===== src/rtl/seq_left_shift_32bit_pkg.sv =====
`default_nettype none
// ============================================================================
// Module   : seq_left_shift_32bit_pkg
// Purpose  : Shared widths, FSM and op encodings for the sequential shifter
// Revision : 1.0
// ============================================================================
package seq_left_shift_32bit_pkg;

  localparam int c_width   = 32;
  localparam int c_shamt_w = 5;
  localparam int c_stage_w = 3;

  typedef enum logic [1:0] {
    IDLE  = 2'b00,
    SHIFT = 2'b01,
    DONE  = 2'b10
  } state_t;

  typedef enum logic {
    OP_SLL = 1'b0,
    OP_ROL = 1'b1
  } op_t;

endpackage
`default_nettype wire


===== src/rtl/seq_left_shift_32bit_stage.sv =====
`default_nettype none
// ============================================================================
// Module   : left_shift_stage
// Purpose  : One binary-weighted shift/rotate step of 2^stage positions
// Revision : 1.0
// ============================================================================
module left_shift_stage
  import seq_left_shift_32bit_pkg::*;
#(
  parameter int WIDTH   = c_width,
  parameter int SHAMT_W = c_shamt_w
) (
  input  logic [WIDTH-1:0]     data,
  input  logic [c_stage_w-1:0] stage,
  input  logic                 en,
  input  op_t                  mode,
  output logic [WIDTH-1:0]     result
);

  logic [SHAMT_W-1:0] w_n;
  logic [2*WIDTH-1:0] w_wide;

  // Shifting {data, fill} left leaves the rotated/zero-filled word in the top half
  assign w_n    = SHAMT_W'(1) << stage;
  assign w_wide = {data, (mode == OP_ROL) ? data : {WIDTH{1'b0}}} << w_n;
  assign result = en ? w_wide[2*WIDTH-1:WIDTH] : data;

endmodule
`default_nettype wire


===== src/rtl/seq_left_shift_32bit.sv =====
`default_nettype none
// ============================================================================
// Module   : seq_left_shift_32bit
// Purpose  : Five-cycle SLL / rotate-left unit with valid/ready on both sides
// Revision : 1.0
// ============================================================================
module seq_left_shift_32bit
  import seq_left_shift_32bit_pkg::*;
#(
  parameter int WIDTH   = c_width,
  parameter int SHAMT_W = c_shamt_w
) (
  input  logic               clk,
  input  logic               rst_n,
  input  logic               in_valid,
  output logic               in_ready,
  input  logic [WIDTH-1:0]   a,
  input  logic [SHAMT_W-1:0] b,
  input  logic               op,
  output logic               out_valid,
  input  logic               out_ready,
  output logic [WIDTH-1:0]   out
);

  state_t                 r_state;
  state_t                 w_state_nxt;
  logic [WIDTH-1:0]       r_acc;
  logic [SHAMT_W-1:0]     r_amt;
  op_t                    r_mode;
  logic [c_stage_w-1:0]   r_stage;
  logic [WIDTH-1:0]       r_out;
  logic [WIDTH-1:0]       w_stage_out;

  left_shift_stage #(
    .WIDTH   (WIDTH),
    .SHAMT_W (SHAMT_W)
  ) u_stage (
    .data   (r_acc),
    .stage  (r_stage),
    .en     (r_amt[r_stage]),
    .mode   (r_mode),
    .result (w_stage_out)
  );

  always_ff @(posedge clk or negedge rst_n) begin
    if (!rst_n) begin
      r_state <= IDLE;
    end else begin
      r_state <= w_state_nxt;
    end
  end

  always_comb begin
    w_state_nxt = r_state;
    case (r_state)
      IDLE:    if (in_valid)                  w_state_nxt = SHIFT;
      SHIFT:   if (r_stage == c_stage_w'(4))  w_state_nxt = DONE;
      DONE:    if (out_ready)                 w_state_nxt = IDLE;
      default:                                w_state_nxt = IDLE;
    endcase
  end

  // The result copy is loaded only on the final stage so out stays frozen during SHIFT
  always_ff @(posedge clk or negedge rst_n) begin
    if (!rst_n) begin
      r_acc   <= '0;
      r_amt   <= '0;
      r_mode  <= OP_SLL;
      r_stage <= '0;
      r_out   <= '0;
    end else begin
      case (r_state)
        IDLE: begin
          if (in_valid) begin
            r_acc   <= a;
            r_amt   <= b;
            r_mode  <= op_t'(op);
            r_stage <= '0;
          end
        end
        SHIFT: begin
          r_acc   <= w_stage_out;
          r_stage <= r_stage + c_stage_w'(1);
          if (r_stage == c_stage_w'(4)) begin
            r_out <= w_stage_out;
          end
        end
        default: begin
        end
      endcase
    end
  end

  assign in_ready  = (r_state == IDLE);
  assign out_valid = (r_state == DONE);
  assign out       = r_out;

endmodule
`default_nettype wire


===== config.mk =====
export PLATFORM = sky130hd
export DESIGN_NAME = seq_left_shift_32bit
export DESIGN_NICKNAME = d
export VERILOG_FILES = /design/src/rtl/seq_left_shift_32bit_pkg.sv /design/src/rtl/seq_left_shift_32bit_stage.sv /design/src/rtl/seq_left_shift_32bit.sv
export SDC_FILE = /design/constraint.sdc
export NUM_CORES = 1
export LEC_CHECK = 0
export CORE_ASPECT_RATIO = 0.8
export CORE_MARGIN = 2
export CORE_UTILIZATION = 55
export DETAILED_ROUTE_END_ITERATION = 8
export PLACE_DENSITY = 0.8
export SLEW_MARGIN = 20
export SYNTH_ARGS = -nofsm -noshare
export SYNTH_HDL_FRONTEND = slang
export SYNTH_HIERARCHICAL = 1
export SYNTH_SLANG_ARGS = --single-unit

===== constraint.sdc =====
create_clock -name clk -period 2.67 [get_ports clk]
set_clock_uncertainty 0.15 [all_clocks]
set_input_delay 0.534 -clock clk [delete_from_list [all_inputs] [get_ports clk]]
set_output_delay 0.534 -clock clk [all_outputs]
set_load 0.005 [all_outputs]

# Word-level counts from Yosys, hierarchy flattened

Index checks and enable logic that the tools add are counted.

Bits in registers: 75
Bits in latches: 0
Memory bits (writable): 0
ROM bits: 0
Word-level logic and storage cells: 34
Memories: 0

Add/sub/neg operators: 1
Multipliers: 0
Div/mod/pow operators: 0
$lt $le $gt $ge: 1
Eq/ne operators: 6
Shifts and indexed selects: 2
Multiplexer cells: 12
Bitwise operators: 0
Reductions and logical operators: 6

Operators with widths:

| kind                | count |
|---|---|
| $mux 32             | 3 |
| $pmux 32 s2         | 1 |
| $shl 64x5->64       | 1 |
| $mux 2              | 3 |
| $pmux 2 s3          | 1 |
| $pmux 3 s2          | 1 |
| $reduce_and 2->1    | 3 |
| $shl 1x3->5 const A | 1 |
| $lt 3x4->1 const B  | 1 |
| $ne 2x2->1 const B  | 2 |
| $add 3x1->3 const B | 1 |
| $bmux 1 s3          | 1 |
| $eq 3x3->1 const B  | 1 |
| $mux 3              | 1 |
| $reduce_and 3->1    | 1 |
| $eq 2x1->1 const B  | 1 |
| $eq 2x2->1 const B  | 1 |
| $logic_not 2->1     | 1 |
| $ne 2x1->1 const B  | 1 |
| $reduce_bool 2->1   | 1 |
| $mux 1              | 1 |

# Longest topological paths before layout

Gate-level depths: netlist of the first run.

Depth in word-level cells: 4
Gate-level depth with buffers: 11
Gate-level depth less buffers: 9

# Cells and area by module

The synthesis of the first run kept the hierarchy.

Modules (own cells, without submodules):

| module               | instances | cells each | area each (um^2) | seq. area each (um^2) |
|---|---|---|---|---|
| seq_left_shift_32bit | 1         | 292        | 3,497.1          | 1,876.8 |
| left_shift_stage     | 1         | 331        | 2,128.3          | 0.0 |

# Least setup slack after synthesis of the first run

OpenSTA, ideal clock, no wires.

Path kind: register to register
Start: reg r_stage[2]
End: reg r_out[28], in the netlist out[28]
Setup time: 0.125 ns
Arrival: 2.153 ns
Data required time: 2.395 ns
Slack: 0.242 ns
Stages on the path, launching flop included: 9
Cells stage by stage: dfrtp_1 buf_2 or3_1 o311ai_0 buf_2 clkbuf_1 clkbuf_1 a31oi_1 mux2_4

Cells in the longest elaborated chain, start to end: 3
Elaborated cells on any way between the ends: 7
Classes of those cells: eq/ne: 1; shift: 2; mux: 3; reduce/logical: 1

RTL lines:

| what                                      | line                                                         | RTL |
|---|---|---|
| start, declared                           | seq_left_shift_32bit.sv:30                                   | `logic [c_stage_w-1:0] r_stage;` |
| start signal, assigned                    | seq_left_shift_32bit.sv:83                                   | `r_stage <= r_stage + c_stage_w'(1);` |
| $shl 1x3->5 or $bmux 1 s3 (tied branches) | seq_left_shift_32bit_stage.sv:24, seq_left_shift_32bit.sv:40 |  |
| $shl 64x5->64 or $mux 1 (tied branches)   | seq_left_shift_32bit_stage.sv:25, seq_left_shift_32bit.sv:40 |  |
| $mux 32 (*)                               | seq_left_shift_32bit_stage.sv:26                             | `assign result = en ? w_wide[2*WIDTH-1:WIDTH] : data;` |
| named net w_stage_out[28]                 | seq_left_shift_32bit.sv:32                                   | `logic [WIDTH-1:0] w_stage_out;` |
| end signal, assigned                      | seq_left_shift_32bit.sv:85                                   | `r_out <= w_stage_out;` |
| end, declared                             | seq_left_shift_32bit.sv:31                                   | `logic [WIDTH-1:0] r_out;` |

The timed path passes the listed nets; every way through them passes the cells marked *. The select of a mux whose other input is x is not followed.
A chain may end at the register's enable or synchronous reset.

# Worst setup path in the final report of the first run

Start: reg r_stage[2]
End: reg r_out[24], in the netlist out[24]

Same word-level chain as after synthesis.

==> results.py, run 1 <==
metrics = {
    "job": {
        "max_cap_violations": 0,
    },
    "global_route": {
        "grt_remaining_overflow": 0,
        "grt_max_degree": 55,
        "antenna_found_initial": 0,
        "grtUsageTotal_pct": 35.6,
        "grt_pass1_vias": 5345,
        "grt_first_pass_wirelength_mm": 29.8,
    },
    "synth": {
        "synthMostInstantiatedCell": "dfrtp_1",
        "yosysWarnings": 6,
        "mappedNetlistArea_um2": 5630,
        "synth_top_area_share_pct": 33.4,
        "synth_edf_count": 0,
        "avgSynthCellArea_um2": 9.03,
        "synthTopCellsByArea": "dfrtp_1 (33%), mux2_4 (7.7%), o21ai_0 (6.0%)",
        "synthFlopType": "dfrtp_1",
        "postSynth.asyncResetShare_pct": 100,
        "synthCells": 623,
        "yosysSeqAreaShare_pct": 33.4,
        "synthesis.nets": 667,
        "synth_area_leader_cell": "dfrtp_1",
        "synth_cell_types": 68,
        "synth_common_cells": "dfrtp_1 (75), o21ai_0 (67), a21oi_1 (55)",
        "ys_ff_latch": 75,
    },
    "cts": {
        "clkLatencyLatePin_ns": 0.34,
        "cts.sinks": 75,
        "hold_buffers": 0,
        "clockBufferDepth": 2,
        "cts_root_buffer": "clkbuf_16",
        "post-cts-setup-buffer-count": 0,
        "cts_buffers": 9,
        "cts_tree": "done",
        "postCtsResizedCells": 0,
        "clkTransAtPathRegs_ns": 0.06,
        "cts_max_level": 3,
    },
    "drt": {
        "vias": 5593,
        "first_pass_iters": 6,
        "wl_per_cell_um": 23.3,
        "postRouteAntennaNets": 0,
        "vias_per_cell": 6.82,
        "drc_errors": 0,
        "finalWirelength_mm": 19.1,
        "drt-initial-drc-count": 768,
    },
    "power": {
        "ir_drop_mv": 0.970,
        "powerDensity_nw_per_um2": 1570,
        "power.leakage_nw": 2.77,
    },
    "cells_and_area": {
        "n_fill_cell": 768,
        "drive_gt1_share_pct": 16.8,
        "antenna_cells": 0,
        "syn2layout_area_growth_pct": 20.9,
        "final_nets": 723,
        "final_area_um2": 6800,
    },
    "floorplanning": {
        "core-area_um2": 9810,
        "die-height_um": 94.5,
        "start_util_pct": 57.3,
        "num_rows": 32,
        "dieArea_um2": 11100,
        "io_pins": 76,
        "die_x_um": 117,
    },
    "timing": {
        "setup_viol": 0,
        "slew_headroom_pct": 59.5,
        "tns_ns": 0,
        "worst_pin_slew_ns": 0.607,
        "rsz0062_at_grt": "false",
        "post-route-min-period_ns": 2.56,
        "final_max_slew_viol_count": 0,
        "fin_crit_sh_pct": 96.0,
        "finalHoldViolCount": 0,
        "fmax_mhz": 390,
    },
    "status": {
        "status": "finished, final reports clean",
    },
    "setup_path": {
        "crit_path_end_kind": "flip-flop",
        "worstRegToRegCells": 8,
        "crit_type": "reg2reg",
        "cp.arrival_ns": 2.63,
        "startpoint_type": "flip-flop",
        "critPathMaxFanout": 23,
        "required_ns": 2.74,
    },
    "min_path": {
        "hp-class": "in2async",
    },
    "place": {
        "dpl_cell_area_um2": 6520,
        "hpwl_mm": 13.0,
        "gp_congestion": 1.01,
        "port_buffers": 75,
    },
}
[worst max-delay path, cell delays in order, from the launching register on]
cell	delay, ns
dfrtp_2	0.50
mux2i_1	0.16
o311ai_2	0.46
buf_12	0.23
nor2b_1	0.33
a2bb2oi_1	0.13
nor2_1	0.11
a211oi_1	0.08
mux2_4	0.29
[cells by family after synthesis]
family	count (synthesis)	synth area share, %
AOI/OAI and AO/OA	249	28.8
and+or+nand+nor	150	14.2
buffers and inverters	78	7.25
DFF	75	33.4
muxes	69	15.9
adders and majority gates	2	0.445
[state kept, by name (all words and copies together) (netlist names)]
name     count
r_amt        5
r_state      2
r_acc       32
out         32
r_mode       1
r_stage      3
[final timing paths]
| check | startpoint | slack, ns | endpoint |
|---|---|---|---|
| max | r_stage[2] | 0.11 | out[24] |
| min | rst_n | 0.05 | out[17] |
| max reg2reg | r_stage[2] | 0.11 | out[24] |
| min reg2reg | out[31] | 0.36 | out[31] |
| min in group clk | out[31] | 0.36 | out[31] |
| max in group asynchronous | rst_n | 1.75 | out[22] |
[stage by stage]
stage	setup WS (ns)	cells	hold WS, ns	power [mW]	util [%]
CTS	0.158	820	0.0603	10.5	69.3
finish	0.108	820	0.0506	10.7	69.3
detailed placement	0.197	804	0.342	9.28	66.5
global route	0.0295	820	0.0868	11.3	69.3
floorplan	0.242	623	0.0884	6.96	-
global placement	0.294	804	0.342	9.11	66.5
[cell usage in the layout (no fill, tap or decap), types with 7 or more instances in the layout]
cell type / instances
o211ai_1: 7
a21oi_1: 55
a22oi_1: 37
clkbuf_16: 9
a31oi_1: 14
nand2b_1: 12
mux2i_1: 21
nor2_1: 22
clkdlybuf4s50_1: 74
o21ai_0: 67
nand3_1: 10
dfrtp_1: 72
inv_1: 15
o221ai_1: 10
nor2b_1: 40
mux2_2: 16
nand2_1: 41
buf_4: 26
mux2_4: 29
[metal layers]
| metal | global-route usage, % | part of all wire, % |
|---|---|---|
| met5 | 0 | 0 |
| met4 | 11.0 | 2.4 |
| met3 | 7.45 | 9.5 |
| met2 | 54.3 | 45 |
| met1 | 50.7 | 43 |
[power breakdown]
part / leakage [nW] / internal [mW] / switching, mW / total [mW]
combinational: 1.72 / 3.20 / 3.60 / 6.80
clock: 0.130 / 0.652 / 0.489 / 1.14
sequential: 0.915 / 1.72 / 0.992 / 2.72
[cell type report]
type | count | area (µm²) | area share [%]
repair buffers | 106 | 1060 | 15.5
multi-input cells | 470 | 3350 | 49.3
clock buffers | 10 | 239 | 3.51
flip-flops and latches | 75 | 1880 | 27.6
clock inverters | 6 | 41.3 | 0.607
inverters | 17 | 63.8 | 0.938
well taps | 136 | 170 | 2.50
Note: power is estimated with default switching activity, not from simulation.
==> inputs of run 2 (changes only) <==
--- a/config.mk
+++ b/config.mk
@@ -9,6 +9,7 @@
 export CORE_MARGIN = 2
 export CORE_UTILIZATION = 55
 export DETAILED_ROUTE_END_ITERATION = 8
+export HOLD_SLACK_MARGIN = 0.05
 export PLACE_DENSITY = 0.8
 export SLEW_MARGIN = 20
 export SYNTH_ARGS = -nofsm -noshare
==> results of run 2 <==
Same layout as run 1: the final DEF is identical, and so are final timing and power.
==> inputs of run 3 (changes only) <==
--- a/config.mk
+++ b/config.mk
@@ -5,7 +5,6 @@
 export SDC_FILE = /design/constraint.sdc
 export NUM_CORES = 1
 export LEC_CHECK = 0
-export CORE_ASPECT_RATIO = 0.8
 export CORE_MARGIN = 2
 export CORE_UTILIZATION = 55
 export DETAILED_ROUTE_END_ITERATION = 8
==> results.py, run 3 (synthesis gave the netlist of run 1 again) <==
metrics = {
    "drt": {
        "vias_per_cell": 6.77,
        "drc_errors": 0,
        "vias": 5528,
        "finalWirelength_mm": 18.8,
        "postRouteAntennaNets": 0,
        "first_pass_iters": 6,
        "wl_per_cell_um": 23.1,
        "drt-initial-drc-count": 713,
    },
    "setup_path": {
        "cp.arrival_ns": 2.68,
        "cp_top_family": "buffers and inverters",
        "critPathMaxFanout": 34,
        "cp_slowest_cell": "dfrtp_2",
        "cp_slowest_stage_delay_ns": 0.48,
        "required_ns": 2.84,
        "startpoint_type": "flip-flop",
        "cpMostUsedCell": "buf_4",
        "cp_cell_sequence": "mux2i_1, or3_1, o311ai_2, buf_12, buf_4, nor2_1, a311oi_1, buf_4, a22oi_1, o21ai_0",
        "crit_path_end_kind": "flip-flop",
        "crit_type": "reg2reg",
        "path_buf_inv": 3,
    },
    "timing": {
        "finalHoldViolCount": 0,
        "slew_headroom_pct": 60.2,
        "worst_pin_slew_ns": 0.590,
        "layout_setup_ws_ns": 0.162,
        "rsz0062_at_grt": "false",
        "tns_ns": 0,
        "setup_viol": 0,
        "post-route-min-period_ns": 2.51,
        "final_max_slew_viol_count": 0,
        "timing.hold.ws_ns": 0.362,
        "fin_crit_sh_pct": 93.9,
        "fmax_mhz": 399,
    },
    "cells_and_area": {
        "multi_input_area_um2": 3350,
        "final_common_cell": "clkdlybuf4s50_1",
        "final_area_um2": 6750,
        "final_core_utilization_pct": 68.4,
        "drive_gt1_share_pct": 16.5,
        "syn2layout_area_growth_pct": 20.0,
        "n_fill_cell": 781,
        "final_nets": 723,
        "antenna_cells": 0,
        "regArea_um2": 1880,
        "layout_common_cells": "clkdlybuf4s50_1 (74), dfrtp_1 (72), o21ai_0 (67)",
    },
    "place": {
        "dp_slack_ns": 0.247,
        "dpl_cell_area_um2": 6500,
        "port_buffers": 75,
        "gp_congestion": 1.08,
        "hpwl_mm": 12.6,
    },
    "power": {
        "p_sw_share_pct": 47.5,
        "power_frac_comb_pct": 64.4,
        "netSwitchingPower_mw": 5.00,
        "ir_drop_mv": 1.12,
        "internal_power_mw": 5.53,
        "seqPwrFrac_pct": 25.2,
        "powerDensity_nw_per_um2": 1560,
        "power.leakage_nw": 2.75,
        "clkPwrFrac_pct": 10.5,
    },
    "floorplanning": {
        "start_util_pct": 57.0,
        "die-height_um": 105,
        "core-area_um2": 9860,
        "die_x_um": 105,
        "io_pins": 76,
        "dieArea_um2": 11100,
        "num_rows": 36,
    },
    "cts": {
        "cts_root_buffer": "clkbuf_8",
        "cts_max_level": 3,
        "cts_tree": "done",
        "post-cts-setup-buffer-count": 0,
        "postCtsResizedCells": 0,
        "cts.sinks": 75,
        "clkTransAtPathRegs_ns": 0.09,
        "cts_buffers": 9,
        "clkLatencyLatePin_ns": 0.40,
        "clockBufferDepth": 2,
    },
    "status": {
        "status": "finished, final reports clean",
    },
    "job": {
        "max_cap_violations": 0,
    },
    "global_route": {
        "grt_pass1_vias": 5257,
        "grt_first_pass_wirelength_mm": 29.8,
        "grt_max_degree": 68,
        "antenna_found_initial": 0,
        "grt_remaining_overflow": 0,
        "grtUsageTotal_pct": 35.0,
    },
    "min_path": {
        "hp-class": "reg2reg",
    },
}
## run 3: cell types whose count changed in the layout (fill, tap and decap cells not counted), sizes merged
cell         before  now
clkinvlp          3    1
dlygate4sd3       0    1
bufinv            0    3
buf              32   31
clkinv            4    3
## run 3: power by group through the flow
stage                     Clock [mW]  Combinational [mW]  Sequential, mW
after floorplan                    0                4.70            2.26
after global placement             0                6.43            2.61
after detailed placement           0                6.58            2.62
after CTS                       1.12                6.62            2.62
after global routing            1.16                7.27            2.72
final                           1.10                6.77            2.65
## run 3: metal layers
layer	up-vias	global-route usage [%]	wire, µm
li1	2444	-	-
met1	2708	48.2	7910
met2	342	55.2	8820
met3	34	6.80	1620
met4	0	12.0	492
met5	-	0	0
## run 3: path summary, 6_finish.rpt
kind / to / from / slack [ns] / cells after the start
max: r_acc[29] / r_stage[1] / 0.16 / 10
min: out[30] / out[30] / 0.36 / 1
max reg2reg: r_acc[29] / r_stage[1] / 0.16 / 10
min reg2reg: out[30] / out[30] / 0.36 / 1
max in group asynchronous: r_stage[0] / rst_n / 1.31 / 3
min in group asynchronous: r_acc[18] / rst_n / 0.46 / 2
## run 3: worst reg2reg max path, cell delays in order (launching register included)
cell and delay (ns):
dfrtp_2 0.48, mux2i_1 0.14, or3_1 0.33, o311ai_2 0.12
buf_12 0.24, buf_4 0.25, nor2_1 0.06, a311oi_1 0.32
buf_4 0.18, a22oi_1 0.06, o21ai_0 0.10
## run 3: through the flow
stage | cells | total power, mW
final | 817 | 10.5
after global routing | 817 | 11.1
after CTS | 817 | 10.4
after detailed placement | 800 | 9.20
after global placement | 800 | 9.04
after floorplan | 623 | 6.96
## run 3: layout make-up
class	count	share of cell area (%)
tap	133	2.47
timing repair buffer	106	15.5
inverter	17	0.945
clock buffer	10	1.89
multi-input combinational	470	49.6
sequential	75	27.9
clock inverter	6	1.71
## run 3: repair_timing
item | CTS | global route
hold endpoints to repair | 31 | 0
endpoints found under the setup margin | 0 | 0
hold buffers | 1 | 0
